`src/rtl/cube_edge_emitter.sv`:
```
// Cube edge emitter: snapshots the 8 projected cube vertices on start and
// streams the 12 cube edges as {x0,y0,x1,y1} line records with an
// approximate length, one edge per cycle under a valid/ready handshake.
module cube_edge_emitter #(
    parameter int unsigned LINE_BITS   = 7,
    parameter int unsigned THRESH_BITS = LINE_BITS + 1
) (
    input  logic                     clk,
    input  logic                     rst_n,
    input  logic                     start_i,
    input  logic [16*LINE_BITS-1:0]  vertices_i,
    output logic [4*LINE_BITS-1:0]   line_o,
    output logic [THRESH_BITS-1:0]   thresh_o,
    output logic                     valid_o,
    input  logic                     ready_i,
    output logic                     last_o,
    output logic                     busy_o,
    output logic                     done_o
);

    // Edge count is fixed by cube geometry, so it is not overridable.
    localparam int unsigned NUM_EDGES = 12;
    localparam logic [3:0]  LAST_IDX  = 4'(NUM_EDGES - 1);

    typedef enum logic [1:0] {StIdle, StLoad, StEmit} state_e;

    state_e                    state_q;
    logic [3:0]                idx_q;
    logic [16*LINE_BITS-1:0]   verts_q;
    logic [4*LINE_BITS-1:0]    line_q;
    logic [THRESH_BITS-1:0]    thresh_q;
    logic                      valid_q;
    logic                      last_q;
    logic                      busy_q;
    logic                      done_q;

    logic [3:0]                sel_idx;
    logic [2:0]                va_idx;
    logic [2:0]                vb_idx;
    logic [2*LINE_BITS-1:0]    va;
    logic [2*LINE_BITS-1:0]    vb;
    logic [LINE_BITS-1:0]      x0, y0, x1, y1;
    logic [LINE_BITS-1:0]      dx, dy, mx, mn;
    logic [4*LINE_BITS-1:0]    nxt_line;
    logic [THRESH_BITS-1:0]    nxt_thresh;

    // Build the record for the edge that the output register loads next:
    // edge 0 while in LOAD, otherwise the one after the current index.
    always_comb begin
        sel_idx = (state_q == StLoad) ? 4'd0 : idx_q + 4'd1;
        // Groups of four edges flip vertex bit 0, then bit 1, then bit 2;
        // the lower-indexed vertex is always point 0.
        case (sel_idx[3:2])
            2'd0: begin
                va_idx = {sel_idx[1:0], 1'b0};
                vb_idx = {sel_idx[1:0], 1'b1};
            end
            2'd1: begin
                va_idx = {sel_idx[1], 1'b0, sel_idx[0]};
                vb_idx = {sel_idx[1], 1'b1, sel_idx[0]};
            end
            default: begin
                va_idx = {1'b0, sel_idx[1:0]};
                vb_idx = {1'b1, sel_idx[1:0]};
            end
        endcase
        va = verts_q[int'(va_idx) * 2 * LINE_BITS +: 2 * LINE_BITS];
        vb = verts_q[int'(vb_idx) * 2 * LINE_BITS +: 2 * LINE_BITS];
        x0 = va[2*LINE_BITS-1:LINE_BITS];
        y0 = va[LINE_BITS-1:0];
        x1 = vb[2*LINE_BITS-1:LINE_BITS];
        y1 = vb[LINE_BITS-1:0];
        dx = (x1 >= x0) ? x1 - x0 : x0 - x1;
        dy = (y1 >= y0) ? y1 - y0 : y0 - y1;
        mx = (dx >= dy) ? dx : dy;
        mn = (dx >= dy) ? dy : dx;
        nxt_line   = {x0, y0, x1, y1};
        // max + min/2 never exceeds 1.5x the coordinate range, so one extra bit suffices.
        nxt_thresh = THRESH_BITS'(mx) + THRESH_BITS'(mn >> 1);
    end

    // Frame sequencer with registered outputs and synchronous reset.
    always_ff @(posedge clk) begin
        if (!rst_n) begin
            state_q  <= StIdle;
            idx_q    <= 4'd0;
            verts_q  <= '0;
            line_q   <= '0;
            thresh_q <= '0;
            valid_q  <= 1'b0;
            last_q   <= 1'b0;
            busy_q   <= 1'b0;
            done_q   <= 1'b0;
        end else begin
            done_q <= 1'b0;
            case (state_q)
                StIdle: begin
                    if (start_i) begin
                        verts_q <= vertices_i;
                        busy_q  <= 1'b1;
                        state_q <= StLoad;
                    end
                end
                StLoad: begin
                    line_q   <= nxt_line;
                    thresh_q <= nxt_thresh;
                    valid_q  <= 1'b1;
                    last_q   <= 1'b0;
                    idx_q    <= 4'd0;
                    state_q  <= StEmit;
                end
                StEmit: begin
                    if (valid_q && ready_i) begin
                        if (idx_q == LAST_IDX) begin
                            valid_q <= 1'b0;
                            last_q  <= 1'b0;
                            busy_q  <= 1'b0;
                            done_q  <= 1'b1;
                            idx_q   <= 4'd0;
                            state_q <= StIdle;
                        end else begin
                            idx_q    <= idx_q + 4'd1;
                            line_q   <= nxt_line;
                            thresh_q <= nxt_thresh;
                            last_q   <= ((idx_q + 4'd1) == LAST_IDX);
                        end
                    end
                end
                default: state_q <= StIdle;
            endcase
        end
    end

    assign line_o   = line_q;
    assign thresh_o = thresh_q;
    assign valid_o  = valid_q;
    assign last_o   = last_q;
    assign busy_o   = busy_q;
    assign done_o   = done_q;

endmodule

```
`config.mk`:
```
export PLATFORM = sky130hd
export DESIGN_NAME = cube_edge_emitter
export DESIGN_NICKNAME = d
export VERILOG_FILES = /design/src/rtl/cube_edge_emitter.sv
export SDC_FILE = /design/constraint.sdc
export NUM_CORES = 1
export LEC_CHECK = 0
export ABC_CLOCK_PERIOD_IN_PS = 9500
export BUFFER_PORTS_ARGS = -buffer_cell sky130_fd_sc_hd__buf_2
export CORE_MARGIN = 3
export CORE_UTILIZATION = 25
export CTS_BUF_LIST = sky130_fd_sc_hd__clkbuf_16
export DETAILED_ROUTE_END_ITERATION = 12
export GPL_TIMING_DRIVEN = 0
export PLACE_DENSITY_LB_ADDON = 0.3
export SETUP_SLACK_MARGIN = 0.02
export SLEW_MARGIN = 30
export SYNTH_ARGS = -nofsm -noshare
export SYNTH_HDL_FRONTEND = slang
export SYNTH_SLANG_ARGS = --single-unit
```
`constraint.sdc`:
```
create_clock -name clk -period 9.5 [get_ports clk]
set_clock_uncertainty 0.2 [all_clocks]
set_input_delay 0.475 -clock clk [delete_from_list [all_inputs] [get_ports clk]]
set_output_delay 0.475 -clock clk [all_outputs]
set_load 0.005 [all_outputs]
```
## Word level (Yosys, flattened, before mapping)

Index checks and enable logic that the tools add are counted.
W data, S select, Z words.

- Add/subtract/negate cells: 6
- Multiply operators: 2
- Order comparisons: 3
- Eq/ne operators: 9
- Shifts and indexed selects: 2
- Muxes and demuxes: 29
- Reduce and logical (&&, ||, !) cells: 12

Operators by type and width:

| kind | number |
|---|---|
| $shiftx A112 B8 Y14 | 2 |
| $mux W28 | 2 |
| $pmux W28 S2 | 1 |
| $mux W7 | 4 |
| $sub A7 B7 Y7 | 4 |
| $ge A7 B7 Y1 | 3 |
| $mux W8 | 2 |
| $pmux W8 S2 | 1 |
| $mul A3 B3 Y6 const B | 2 |
| $mux W4 | 3 |
| $pmux W3 S2 | 2 |
| $reduce_and A3 Y1 | 4 |
| $add A7 B6 Y8 | 1 |
| $eq A4 B4 Y1 const B | 2 |
| $ne A2 B2 Y1 const B | 4 |
| $pmux W4 S2 | 1 |
| $mux W1 | 6 |
| $mux W2 | 3 |
| $pmux W1 S2 | 3 |
| $pmux W2 S3 | 1 |
| $add A4 B1 Y4 const B | 1 |
| $eq A2 B1 Y1 const B | 2 |
| $logic_not A2 Y1 | 2 |
| $reduce_and A2 Y1 | 2 |
| other kinds (4) | 5 |

- Flip-flop bits (word level): 158
- Bits of input ports: 116

## Logic depth before layout (Yosys ltp)

Gate-level depths: netlist of the first run.

- Word-level depth: 14
- Depth in mapped cells: 41
- Gate-level depth less buffers: 38

## Worst setup path before layout of the first run

OpenSTA, ideal clock, no wires.

- Kind: reg-to-reg
- Start: reg idx_q[0]
- End: reg thresh_q[5] (netlist: thresh_o[5])
- Setup time: 0.071 ns
- Arrival time: 7.778 ns
- Data required time: 9.229 ns
- Setup slack: 1.451 ns
- Cell stages (with the launch flop): 35
- Buffers on the path: 4
- Path through: dfxtp_1 inv_1 ha_1 clkbuf_1 o22ai_1 mux2i_1 nor2_1 clkbuf_1 mux4_2 mux2_2 inv_1 ha_1 clkbuf_1 and2_1 a31oi_1 o21bai_1 a21o_1 a21oi_1 o21ai_1 mux2_1 o31a_1 or2_1 ha_1 a21oi_1 o21bai_1 clkbuf_1 mux2i_1 ha_1 a21o_1 a21oi_1 nor2b_1 o21a_1 o21ai_0 or3b_2 a21oi_1

- Word-level cells in the longest chain between the ends: 14
- Elaborated cells between the ends (all ways): 28
- Classes of those cells: 6 x add/sub; 2 x mul; 3 x order compare; 3 x eq/ne; 2 x shift; 10 x mux; 2 x reduce/logical

Ends and longest elaborated chain:

| what | line | source |
|---|---|---|
| start, declared | 28 | `logic [3:0] idx_q;` |
| start signal, assigned | 122 | `idx_q <= idx_q + 4'd1;` |
| $add A4 B1 Y4 (*) | 50 | `sel_idx = (state_q == StLoad) ? 4'd0 : idx_q + 4'd1;` |
| $mux W4 (*) | 50 |  |
| $eq A2 B1 Y1 or $logic_not A2 Y1 (tied branches) | 53 | `case (sel_idx[3:2])` |
| $pmux W3 S2 (*) | 53 |  |
| $mul A3 B3 Y6 (*) | 67 | `va = verts_q[int'(va_idx) * 2 * LINE_BITS +: 2 * LINE_BITS];` |
| $shiftx A112 B8 Y14 (*) | 67 |  |
| named net va[3] | 40 | `logic [2*LINE_BITS-1:0] va;` |
| $sub A7 B7 Y7 or $ge A7 B7 Y1 (tied branches) | 74 | `dy = (y1 >= y0) ? y1 - y0 : y0 - y1;` |
| $mux W7 (*) | 74 |  |
| $ge A7 B7 Y1 | 75, 76 |  |
| $mux W7, on equally long branches | 75, 76 |  |
| $add A7 B6 Y8 (*) | 79 | `nxt_thresh = THRESH_BITS'(mx) + THRESH_BITS'(mn >> 1);` |
| $mux W8 | 114 | `if (idx_q == LAST_IDX) begin` |
| $mux W8 | 113 | `if (valid_q && ready_i) begin` |
| $pmux W8 S2 (*) | 96 | `case (state_q)` |
| end signal, assigned | 106 | `thresh_q <= nxt_thresh;` |
| end signal, assigned | 124 | `thresh_q <= nxt_thresh;` |
| end, declared | 31 | `logic [THRESH_BITS-1:0] thresh_q;` |

The timed path passes the listed nets; every way through them passes the cells marked *. The select of a mux whose other input is x is not followed.
A chain may end at the register's enable or synchronous reset.

## Worst setup path in the final report of the first run

- Start: reg idx_q[0]
- End: reg thresh_q[6] (netlist: thresh_o[6])

Same word-level chain as after synthesis.

==> results of run 1 <==
==> registers in the layout (all words and copies together), names as in the netlist <==
| name | flops |
|---|---|
| thresh_o | 8 |
| valid_o | 1 |
| done_o | 1 |
| last_o | 1 |
| state_q | 2 |
| idx_q | 4 |
| verts_q | 112 |
| line_o | 28 |
| busy_o | 1 |
==> repair_timing <==
item                                    CTS  global route
setup buffers                             0             0
gates resized for setup                   8            43
endpoints found under the setup margin    4             5
pin swaps                                 0             1
==> worst min-delay path by stage <==
stage | start | slack (ps) | end | cells past startpoint
finish | vertices_i[25] | 50 | verts_q[25]$_SDFFE_PN0P_ | 3
global route | vertices_i[111] | 50 | verts_q[111]$_SDFFE_PN0P_ | 3
CTS | vertices_i[20] | 40 | verts_q[20]$_SDFFE_PN0P_ | 3
detailed placement | verts_q[4]$_SDFFE_PN0P_ | 260 | verts_q[4]$_SDFFE_PN0P_ | 2
global placement | verts_q[4]$_SDFFE_PN0P_ | 250 | verts_q[4]$_SDFFE_PN0P_ | 2
floorplan | verts_q[4]$_SDFFE_PN0P_ | 240 | verts_q[4]$_SDFFE_PN0P_ | 2
==> cells by family after synthesis <==
group                    synth area share [%]
multiplexers                             9.91
adder cells (fa/ha/maj)                  6.71
buffers and inverters                    5.54
flip-flops                               33.2
XOR/XNOR                                 1.01
AO/OA/AOI/OAI                            22.3
AND/OR/NAND/NOR                          21.3
==> worst max-delay path, delay by kind of cell (launching register included) <==
family                   cells  cell delay (ps)
AND/OR/NAND/NOR              6             1040
buffers and inverters        4              730
flip-flops                   1              420
adder cells (fa/ha/maj)      5             1570
AO/OA/AOI/OAI               17             2980
XOR/XNOR                     1              510
multiplexers                 4             1360
==> layout make-up <==
| cell class | count | area [um2] |
|---|---|---|
| clock buffer | 17 | 425 |
| fill | 4020 | 25400 |
| inverter | 49 | 184 |
| clock inverter | 15 | 219 |
| buffer | 85 | 363 |
| timing repair buffer | 155 | 776 |
| sequential | 158 | 3160 |
| tap | 504 | 631 |
| multi-input combinational | 922 | 5900 |
==> routing by layer <==
metal / vias up / GRT usage (%)
met5: - / 0
met4: 2 / 6.55
met3: 73 / 4.50
met2: 363 / 30.6
met1: 4619 / 23.9
li1: 4616 / -
==> synthesized netlist by cell type, drive strengths merged (5+ instances only) <==
| cell | n |
|---|---|
| mux2 | 18 |
| nor3 | 7 |
| mux4 | 24 |
| a21o | 13 |
| and2 | 26 |
| a211oi | 50 |
| ha | 43 |
| clkbuf | 76 |
| inv | 48 |
| fa | 5 |
| mux2i | 20 |
| nand2 | 309 |
| buf | 11 |
| and3 | 5 |
| nand2b | 6 |
| dfxtp | 158 |
| o21ai | 24 |
| a2111oi | 7 |
| o2111a | 5 |
| a311oi | 12 |
| nor2 | 59 |
| xnor2 | 7 |
| nor2b | 13 |
| o211ai | 8 |
| o21bai | 5 |
| a21oi | 162 |
| a31oi | 16 |
| nand3 | 13 |
==> power by group through the flow <==
stage	clock network (mW)	registers, mW	logic [mW]
2_1_floorplan	0	0.759	0.710
3_3_place_gp	0	0.780	0.955
3_5_place_dp	0	0.781	0.967
4_1_cts	0.798	0.766	0.972
5_1_grt	0.825	0.771	1.12
6_report	0.785	0.767	0.991
==> stage by stage <==
stage               hold WS, ps  utilization (%)  setup slack (ps)  TNS [ps]  power [mW]
floorplan                   236                -              1450         0        1.47
global placement            246             29.5              -396      -971        1.74
detailed placement          256             29.5              -386      -992        1.75
CTS                        39.6             31.2              70.6         0        2.54
global route               54.5             31.5              30.1         0        2.72
finish                     53.1             31.5               581         0        2.54
==> run_results.csv, run 1 <==
group,metric,value,unit
route,wl_met1,16.7,mm
global_routing,grt_overflow,0,
sta,tightestPinTransition,863,ps
die,start_util,25.7,%
route,vias_per_cell,5.08,
route,met2WireLength,17.8,mm
die,die_w,201,um
setup_path,crit_end,"thresh_o[6]$_SDFFE_PN0P_",
place,placed_area,10900,um2
logic_synthesis,synth.distinct_cells,72,
logic_synthesis,synth_top_area_share,33.2,%
global_routing,grt_use_total,18.6,%
power,power.static_leakage,4.74,nW
logic_synthesis,ys_seq_area_share,33.2,%
power,clockPowerShare,30.9,%
logic_synthesis,async_flop_share,0,%
finish,final_design_area_no_fill,11700,um2
setup_path,worst_setup_path_end_kind,"flip-flop",
global_routing,grt_pass1_wl,57.4,mm
setup_path,r2r_slack,580,ps
logic_synthesis,ys_ff_latch,158,
die,ios,156,
cts,holdBufCountCts,0,
setup_path,critPathMaxStageDelay,510,ps
power,switching_share,37.7,%
power,combPwrFrac,39.0,%
sta,setup_violations,0,
global_routing,grt_pass1_vias,9567,
route,drtIter0Drc,684,
logic_synthesis,synth_fp_nets,1380,
power,p_sw,0.960,mW
setup_path,slowest_stage,"xor2_1",
setup_path,critPathLaunch,"idx_q[0]$_SDFFE_PN0P_",
power,intPower,1.58,mW
route,via_count,9673,
cts,cts-root-buf,"clkbuf_16",
setup_path,cp_common_cell,"a21o_1",
logic_synthesis,synth.area.top_cells,"dfxtp_1 33%, nand2_1 12%, a21oi_1 8.5%",
sta,rsz0062_at_grt,"false",
route,firstDrtPassIters,5,
sta,drv_slew,0,
place,portBuffers,155,
run_status,status,"complete, no violations",
power,power.density,218,nW/um2
finish,area_growth,22.6,%
logic_synthesis,postSynthCellCount,1216,
sta,fin_crit_sh,93.9,%
route,drc,0,
cts,clk_latency,460,ps
global_routing,grt_max_degree,17,
cts,h-tree-depth,4,
logic_synthesis,yosysWarnings,0,
setup_path,reg2regPathDepth,37,
finish,final_common_cell,"nand2_1",
cts,cts_tree,"built",
logic_synthesis,synth_area_leader_cell,"dfxtp_1",
route,drt_wl_total,38.6,mm
logic_synthesis,synth_edf_count,0,
logic_synthesis,synth-main-ff-cell,"dfxtp_1",
route,top_layer_used,"met5",
power,peakVddDrop,0.131,mV
logic_synthesis,syn_area_per_cell,7.83,um2
route,wl_per_cell,20.3,um
power,p_seq_share,30.2,%
place,dp.cells,1875,
sta,fin_crit,8920,ps
die,row_count,70,
finish,final_cell_mix,"309 x nand2_1, 160 x buf_2, 158 x a21oi_1, 158 x dfxtp_1, 59 x clkbuf_1",
min_path,hold_path.class,"in2reg",
cts,clockBufferDepth,2,
setup_path,cp_max_fo,10,
finish,drive_gt1_share,19.8,%
finish,final_cells,1905,
setup_path,rr_endpoint,"thresh_o[6]$_SDFFE_PN0P_",
sta,hold_viol,0,
die,die_area,40400,um2
global_routing,antenna_found_initial,1,
die,core-area,37000,um2
sta,relSlewSlack,42.5,%
route,ant_nets,0,
place,hpwl,30.6,mm
setup_path,crit_required,9670,ps
route,dr_wl_met3,2.76,mm
sta,fmax,112,MHz
finish,nNetsFinal,1552,
place,place.gp.congestion,0.929,
cts,cts.sinks,158,
setup_path,cp-start-kind,"flip-flop",
cts,numCtsBuffers,17,
run,max-cap-violations,0,
setup_path,timing.rr.start,"idx_q[0]$_SDFFE_PN0P_",
logic_synthesis,netlist_area,9520,um2
setup_path,cp.arrival,9090,ps
setup_path,critical_path_class,"reg2reg",
cts,clk_pin_slew_worst_paths,80,ps
finish,antennaDiodeCount,0,
die,die_h,201,um
(Power assumes the default switching activity.)
==> inputs of run 2 (changes only) <==
Settings changed: CORE_UTILIZATION 25 to 56.
==> run 2 against run 1 <==
Compared with the run above:
- worst setup slack got worse by 160 ps
- sequential power about the same
- final area decreased by 3.5%
- sequential cell count unchanged
- sequential share of layout area increased by 0.97 points
- worst hold slack improved by 18 ps
- critical path type unchanged
- critical endpoint is now thresh_o[5]$_SDFFE_PN0P_
- non-clock buffer count increased by 2
==> run_results.csv, run 2 (synthesized netlist as in run 1, its figures left out) <==
group,metric,value,unit
global_routing,grt_pass1_wl,49.4,mm
finish,fin_util,67.9,%
sta,tightestPinTransition,807,ps
die,core-area,16600,um2
global_routing,grt_use_total,34.9,%
power,power.static_leakage,4.72,nW
global_routing,antenna_found_initial,0,
setup_path,critical_path_class,"reg2reg",
min_path,min_path_cells,3,
sta,fin_crit,9080,ps
route,vias_per_cell,6.10,
place,dp_slack,-215,ps
cts,h-tree-depth,4,
route,drc,0,
setup_path,cp.arrival,9250,ps
run_status,status,"complete, no violations",
sta,setup_violations,0,
power,power.density,219,nW/um2
global_routing,grt_max_degree,17,
sta,setup_slack,417,ps
run,max-cap-violations,0,
die,ios,156,
cts,clk_latency,430,ps
cts,cts-root-buf,"clkbuf_16",
die,row_count,47,
sta,fmax,110,MHz
route,drt_wl_total,32.3,mm
place,placed_area,10600,um2
setup_path,worst_setup_path_end_kind,"flip-flop",
cts,cts_setup_buffers,0,
cts,numCtsBuffers,17,
setup_path,r2r_slack,420,ps
sta,drv_slew,0,
finish,nNetsFinal,1554,
setup_path,critPathMaxStageDelay,500,ps
place,place.gp.congestion,0.976,
finish,antennaDiodeCount,0,
die,die_h,136,um
power,p_total,2.47,mW
cts,cts.sinks,158,
sta,fin_crit_sh,95.6,%
finish,final_design_area_no_fill,11300,um2
finish,drive_gt1_share,19.6,%
setup_path,cp_max_fo,10,
die,die_area,18600,um2
cts,clk_pin_slew_worst_paths,70,ps
route,ant_nets,0,
cts,clockBufferDepth,2,
setup_path,cp_common_cell,"a21o_1",
sta,hold_viol,0,
route,firstDrtPassIters,7,
route,drtIter0Drc,1062,
die,start_util,57.4,%
global_routing,grt_overflow,0,
finish,area_growth,18.3,%
setup_path,slowest_stage,"or3b_2",
sta,relSlewSlack,44.8,%
place,portBuffers,155,
place,hpwl,24.9,mm
sta,tns,0,ps
finish,largest_register_ffs,112,
setup_path,reg2regPathDepth,37,
finish,final_cell_mix,"309 x nand2_1, 160 x buf_2, 158 x a21oi_1, 158 x dfxtp_1, 60 x clkbuf_1",
finish,fillers,1489,
cts,cts_tree,"built",
route,wl_per_cell,19.9,um
min_path,hold_path.class,"in2reg",
die,die_w,136,um
finish,final_common_cell,"nand2_1",
sta,rsz0062_at_grt,"false",
setup_path,cp-start-kind,"flip-flop",
route,via_count,9890,
finish,top_register,"verts_q",
power,peakVddDrop,0.153,mV
setup_path,crit_required,9670,ps
global_routing,grt_pass1_vias,9146,
run 2: changes by cell type in the layout (fill, tap and decap cells not counted), moves of 2 or more:
| cell | delta |
|---|---|
| clkbuf_2 | +2 |
| clkinv_4 | +2 |
| mux2i_1 | +2 |
| inv_8 | -3 |
| inv_6 | -3 |
| mux2i_2 | -2 |
| clkinvlp_4 | +2 |
run 2: worst max-delay path, delay by kind of cell, from the launching register on:
| family | cells | cell delay (ps) |
|---|---|---|
| AOI/OAI and AO/OA | 16 | 3150 |
| adders and majority gates | 4 | 1190 |
| buffers and inverters | 7 | 1370 |
| DFF | 1 | 430 |
| muxes | 5 | 1430 |
| and+or+nand+nor | 5 | 1240 |
run 2: worst paths after layout:
kind / startpoint / to
setup / recovery: idx_q[0]$_SDFFE_PN0P_ / thresh_o[5]$_SDFFE_PN0P_
hold / removal: vertices_i[27] / verts_q[27]$_SDFFE_PN0P_
setup reg to reg: idx_q[0]$_SDFFE_PN0P_ / thresh_o[5]$_SDFFE_PN0P_
hold reg to reg: verts_q[4]$_SDFFE_PN0P_ / verts_q[4]$_SDFFE_PN0P_
run 2: repair_timing:
action / 4_1_cts / 5_1_grt
hold buffers: 0 / 0
resized for setup: 5 / 46
endpoints found under the setup margin: 3 / 5
endpoints found under the hold margin: 0 / 0
run 2: layout make-up:
type,instances,area [um2],share of cell area [%]
buffer,87,369,3.28
clock buffer,17,425,3.78
clock inverter,13,165,1.47
inverter,49,184,1.63
multi-input combinational,922,5900,52.4
sequential,158,3160,28.1
tap,220,275,2.44
timing repair buffer,155,776,6.89
run 2: stage by stage:
| step | instances | hold slack (ps) |
|---|---|---|
| 2_1_floorplan | 1216 | 236 |
| 3_3_place_gp | 1591 | 242 |
| 3_5_place_dp | 1591 | 241 |
| 4_1_cts | 1621 | 68.7 |
| 5_1_grt | 1621 | 76.9 |
| 6_report | 1621 | 71.0 |
run 2: per-layer routing:
| layer | routed length, um | vias up | GRT usage [%] |
|---|---|---|---|
| met3 | 2580 | 118 | 5.88 |
| li1 | - | 4617 | - |
| met5 | 0 | - | 0 |
| met4 | 1610 | 0 | 16.0 |
| met1 | 12700 | 4646 | 44.4 |
| met2 | 15400 | 509 | 58.0 |
run 2: report_power, final:
part	switching (mW)	total (mW)	leakage, nW	internal [mW]
Sequential	0.0478	0.765	1.30	0.717
Combinational	0.581	0.998	3.14	0.417
Clock	0.295	0.707	0.283	0.412
